File: config.mk
export PLATFORM = sky130hd
export DESIGN_NAME = pipe_ctrl
export DESIGN_NICKNAME = d
export VERILOG_FILES = /design/src/rtl/pipe_pkg.sv /design/src/rtl/sat_counter.sv /design/src/rtl/pipe_ctrl.sv
export SDC_FILE = /design/constraint.sdc
export NUM_CORES = 1
export LEC_CHECK = 0
export ABC_CLOCK_PERIOD_IN_PS = 6700
export CAP_MARGIN = 20
export CELL_PAD_IN_SITES_DETAIL_PLACEMENT = 0
export CELL_PAD_IN_SITES_GLOBAL_PLACEMENT = 1
export CORE_MARGIN = 5
export CORE_UTILIZATION = 31
export CTS_CLUSTER_SIZE = 20
export DETAILED_ROUTE_END_ITERATION = 16
export PLACE_DENSITY_LB_ADDON = 0.05
export SLEW_MARGIN = 0
export SYNTH_ARGS = -nofsm -noshare
export SYNTH_HDL_FRONTEND = slang
export SYNTH_SLANG_ARGS = --single-unit
File: constraint.sdc
create_clock -name clk -period 6.7 [get_ports clk]
set_input_delay 1.005 -clock clk [delete_from_list [all_inputs] [get_ports clk]]
set_output_delay 1.005 -clock clk [all_outputs]
set_load 0.01 [all_outputs]
File: src/rtl/pipe_pkg.sv
// rtl/pipe_pkg.sv - shared types and constants for the pipeline sequencing controller
package pipe_pkg;

  typedef enum logic [1:0] {
    RUN        = 2'd0,
    DMEM_WAIT  = 2'd1,
    REDIR_WAIT = 2'd2
  } ctrl_state_t;

  localparam logic [31:0] NOP_INSTR = 32'h00000013;

  // Control word order: {pc_en, if_id_en, id_ex_en, ex_mem_en, mem_wb_en, if_id_flush, id_ex_flush}
  localparam logic [6:0] CTL_FREEZE   = 7'b0000000;
  localparam logic [6:0] CTL_RUN      = 7'b1111100;
  localparam logic [6:0] CTL_REDIRECT = 7'b1111111;
  localparam logic [6:0] CTL_LOAD_USE = 7'b0011101;
  localparam logic [6:0] CTL_IFETCH   = 7'b0111110;

endpackage

File: src/rtl/sat_counter.sv
// rtl/sat_counter.sv - saturating up-counter with synchronous clear
module sat_counter #(
  parameter int W = 8
) (
  input  logic         clk,
  input  logic         rst,
  input  logic         inc,
  input  logic         clr,
  output logic [W-1:0] q
);

  always_ff @(posedge clk or posedge rst) begin
    if (rst) begin
      q <= '0;
    end else if (clr) begin
      q <= '0;
    end else if (inc && (q != {W{1'b1}})) begin
      q <= q + W'(1);
    end
  end

endmodule

File: src/rtl/pipe_ctrl.sv
// rtl/pipe_ctrl.sv - stall/flush sequencing for the 5-stage RV32I pipeline with debug status
module pipe_ctrl
  import pipe_pkg::*;
#(
  parameter int CNT_W      = 32,
  parameter int WAIT_LIMIT = 16
) (
  input  logic             clk,
  input  logic             rst,
  input  logic [4:0]       id_rs1,
  input  logic [4:0]       id_rs2,
  input  logic             id_uses_rs1,
  input  logic             id_uses_rs2,
  input  logic [4:0]       ex_rd,
  input  logic             ex_mem_read,
  input  logic             ex_reg_write,
  input  logic             ex_redirect,
  input  logic             imem_req,
  input  logic             imem_ack,
  input  logic             dmem_req,
  input  logic             dmem_ack,
  output logic             pc_en,
  output logic             if_id_en,
  output logic             id_ex_en,
  output logic             ex_mem_en,
  output logic             mem_wb_en,
  output logic             if_id_flush,
  output logic             id_ex_flush,
  output logic [1:0]       state_o,
  output logic [CNT_W-1:0] stall_cycles,
  output logic [CNT_W-1:0] flush_count,
  output logic             mem_timeout
);

  localparam int WW = $clog2(WAIT_LIMIT + 1);

  ctrl_state_t   state;
  ctrl_state_t   nxt;
  logic          dpend;
  logic          ipend;
  logic          mem_pend;
  logic          load_use;
  logic          run_eval;
  logic          flush_inc;
  logic [6:0]    ctl;
  logic [6:0]    ctl_out;
  logic [WW-1:0] wait_cnt;

  assign dpend    = dmem_req & ~dmem_ack;
  assign ipend    = imem_req & ~imem_ack;
  assign mem_pend = dpend | ipend;

  assign load_use = ex_mem_read & ex_reg_write & (ex_rd != 5'd0) &
                    ((id_uses_rs1 & (id_rs1 == ex_rd)) | (id_uses_rs2 & (id_rs2 == ex_rd)));

  // RUN and the release cycle of DMEM_WAIT share the same redirect/load-use/fetch priority.
  always_comb begin
    ctl       = CTL_FREEZE;
    nxt       = state;
    flush_inc = 1'b0;
    run_eval  = 1'b0;
    case (state)
      RUN: begin
        if (dpend) nxt = DMEM_WAIT;
        else       run_eval = 1'b1;
      end
      DMEM_WAIT: begin
        if (!dpend) run_eval = 1'b1;
      end
      REDIR_WAIT: begin
        if (imem_ack) begin
          ctl       = CTL_REDIRECT;
          flush_inc = 1'b1;
          nxt       = RUN;
        end
      end
      default: nxt = RUN;
    endcase

    if (run_eval) begin
      nxt = RUN;
      if (ex_redirect && ipend) begin
        nxt = REDIR_WAIT;
      end else if (ex_redirect) begin
        ctl       = CTL_REDIRECT;
        flush_inc = 1'b1;
      end else if (load_use) begin
        ctl = CTL_LOAD_USE;
      end else if (ipend) begin
        ctl = CTL_IFETCH;
      end else begin
        ctl = CTL_RUN;
      end
    end
  end

  assign ctl_out = rst ? CTL_FREEZE : ctl;
  assign {pc_en, if_id_en, id_ex_en, ex_mem_en, mem_wb_en, if_id_flush, id_ex_flush} = ctl_out;
  assign state_o = state;

  always_ff @(posedge clk or posedge rst) begin
    if (rst) begin
      state       <= RUN;
      mem_timeout <= 1'b0;
    end else begin
      state <= nxt;
      if (mem_pend && (wait_cnt >= WW'(WAIT_LIMIT - 1))) mem_timeout <= 1'b1;
    end
  end

  sat_counter #(.W(CNT_W)) u_stall_cnt (
    .clk (clk),
    .rst (rst),
    .inc (~pc_en),
    .clr (1'b0),
    .q   (stall_cycles)
  );

  sat_counter #(.W(CNT_W)) u_flush_cnt (
    .clk (clk),
    .rst (rst),
    .inc (flush_inc),
    .clr (1'b0),
    .q   (flush_count)
  );

  sat_counter #(.W(WW)) u_wait_cnt (
    .clk (clk),
    .rst (rst),
    .inc (mem_pend),
    .clr (~mem_pend),
    .q   (wait_cnt)
  );

endmodule

==> run_results.csv <==
group,metric,value,unit
route,avgViaCountPerCell,4.77,
floorplan,io_pins,100,
timing,tns,0,ns
clocking,cts_tree,"done",
cells_and_area,regArea,1800,sq um
timing,rsz0062_at_grt,"no",
route,first_iter_violations,121,
global_routing,grt_usage,0.130,
clocking,numClockSinks,72,
timing,worst_slew_pin_slew,0.942,ns
floorplan,num_rows,39,
placed_design,portBuffers,99,
timing,worst_slack,2.76,ns
clocking,post_cts_buffers,0,
setup_path,end_kind,"output pin",
placed_design,dpl.hpwl,6280,um
global_routing,grt_max_degree,73,
setup_path,path_class,"in2out",
yosys,synth_flop_cell,"dfrtp_1",
timing,drv_slew,0,
yosys,synth_cell_type_count,41,
cells_and_area,syn_to_final_growth,40.5,%
timing,skew,0.00547,ns
placed_design,pre_cts_ws,2.73,ns
clocking,max-clock-path-buffers,2,
pwr,p_leak,2.07,nW
route,antenna_left,0,
route,drc,0,
yosys,ys_warn_count,0,
floorplan,dieArea,14000,sq um
route,wl_met1,4200,um
yosys,synthCells,349,
route,met2_length,3950,um
yosys,netlist_top_cells_count,"dfrtp_1 (72), xnor2_1 (63), nand4_1 (31)",
clocking,cts_made_buffers,9,
cells_and_area,num-fill-cells,1113,
global_routing,antenna_found_initial,0,
route,wl_per_cell,14.7,um
placed_design,place_congestion,0.715,
setup_path,crit_fanout,3,
floorplan,dieHeight,118,um
floorplan,die_width,118,um
yosys,synth_seq_cells,72,
floorplan,fp.coreArea,11500,sq um
yosys,synthTopCellsByArea,"dfrtp_1 (49%), xnor2_1 (15%), nand4_1 (5.3%)",
clocking,postCtsHoldBufs,0,
cells_and_area,multi_input_area,1790,sq um
setup_path,setup.worst_path.start_class,"input port",
clocking,worstSkewPairLatency,0.33,ns
pwr,ir_drop,0.202,mV
yosys,synth-async-reset-ratio,1.00,
cells_and_area,diodes,0,
yosys,synth_area_per_cell,10.4,sq um
global_routing,grt_pass1_wl,14900,um
timing,max_freq,254,MHz
timing,setup_viol,0,
setup_path,crit_required,5.69,ns
timing,hold_viol_final,0,
route,dr.pass1.iters,4,
timing,period_share,0.588,
pwr,power_density,256,nW/um^2
timing,finalCriticalPeriod,3.94,ns
route,dr_total_vias,2869,
yosys,yosysTopAreaCell,"dfrtp_1",
setup_path,crit_arrival,2.94,ns
cells_and_area,drive_above_1_share,0.0764,
yosys,seq_area_frac_synth,0.495,
route,dr_wl_met3,543,um
cells_and_area,fin_nets,485,
yosys,syn_nets,380,
route,routed_wl,8840,um
clocking,root_buffer,"clkbuf_16",
clocking,h-tree-depth,3,
clocking,cts-resized-gates,0,
yosys,synth_top_area_frac,0.495,
yosys,synth_most_common_cell,"dfrtp_1",
floorplan,initial_core_util,0.318,
global_routing,grt-ovfl-total,0,
yosys,synth_edf_count,0,
worst_hold_path,hold_class,"reg2reg",
yosys,syn_area,3640,sq um
clocking,clk_pin_slew,0.05,ns
route,top_layer,"met4",
flow_run,cap_violations,0,
global_routing,grt_pass1_vias,2864,
status,status,"finished, final reports clean",
timing,relSlewSlack,0.372,
registers in the layout (all words and copies together), names as in the netlist:
signal and count:
mem_timeout 1, state_o 2, u_flush_cnt.q 32, u_stall_cnt.q 32, u_wait_cnt.q 5
routing by layer:
metal | GRT usage | vias up
li1 | - | 1429
met1 | 0.168 | 1373
met2 | 0.195 | 55
met3 | 0.0568 | 12
met4 | 0.0432 | 0
met5 | 0 | -
power by group:
part / internal [W] / switching [W] / total, W
sequential: 0.000479 / 0.0000632 / 0.000543
combinational: 0.000144 / 0.000105 / 0.000250
clock: 0.000344 / 0.000176 / 0.000519
total: 0.000967 / 0.000344 / 0.00131
worst max-delay path, stage by stage:
cell and delay, ns:
clkdlybuf4s50_1 0.54, xnor2_1 0.14, nand4_1 0.11, o22ai_1 0.21
nand4_1 0.19, and2_1 0.24, clkdlybuf4s50_1 0.49
cells in the final DEF (no fill, tap or decap), types with 6 or more instances in the layout:
cell             count
a21oi_1              7
and3_1              13
clkbuf_16            9
clkdlybuf4s50_1     99
dfrtp_1             72
nand2_1             26
nand3_1             25
nand4_1             31
nor2_1              29
nor2b_1              6
xnor2_1             63
xor2_1              13
kinds of logic (layout without fill, tap and decap cells):
| group | Yosys count | count (layout) | synth area share |
|---|---|---|---|
| xor gates and xnor gates | 76 | 76 | 0.183 |
| adders and majority gates | 5 | 5 | 0.0172 |
| DFF | 72 | 72 | 0.495 |
| and+or+nand+nor | 163 | 163 | 0.249 |
| AOI/OAI and AO/OA | 17 | 17 | 0.0319 |
| muxes | 3 | 3 | 0.00893 |
| buffers and inverters | 13 | 122 | 0.0155 |
layout make-up:
class	count	area share
Clock buffer	12	0.0501
Inverter	6	0.00440
Tap cell	143	0.0350
Sequential cell	72	0.352
Clock inverter	3	0.0127
Timing Repair Buffer	101	0.197
Multi-Input combinational cell	264	0.349
metrics by stage:
stage	power, W	util	cells	hold slack [ns]	area (sq um)
floorplan	0.000662	-	349	0.508	3640
global placement	0.000806	0.418	586	0.483	4800
detailed placement	0.000804	0.418	586	0.483	4800
CTS	0.00134	0.446	601	0.494	5120
global route	0.00139	0.446	601	0.516	5120
finish	0.00131	0.446	601	0.490	5120
final timing paths:
check	start	end	slack, ns	depth (start not counted)
worst max-delay path	ex_rd[2]	pc_en	2.76	7
worst min-delay path	u_flush_cnt.q[22]$_DFFE_PP0P_	u_flush_cnt.q[22]$_DFFE_PP0P_	0.49	1
worst max register to register	u_flush_cnt.q[16]$_DFFE_PP0P_	u_flush_cnt.q[19]$_DFFE_PP0P_	4.20	7
worst min register to register	u_flush_cnt.q[22]$_DFFE_PP0P_	u_flush_cnt.q[22]$_DFFE_PP0P_	0.49	1
max in group asynchronous	rst	u_stall_cnt.q[18]$_DFFE_PP0P_	4.76	3
min in group asynchronous	rst	state_o[1]$_DFFE_PP0P_	1.35	3
Note: power is estimated with default switching activity, not from simulation.
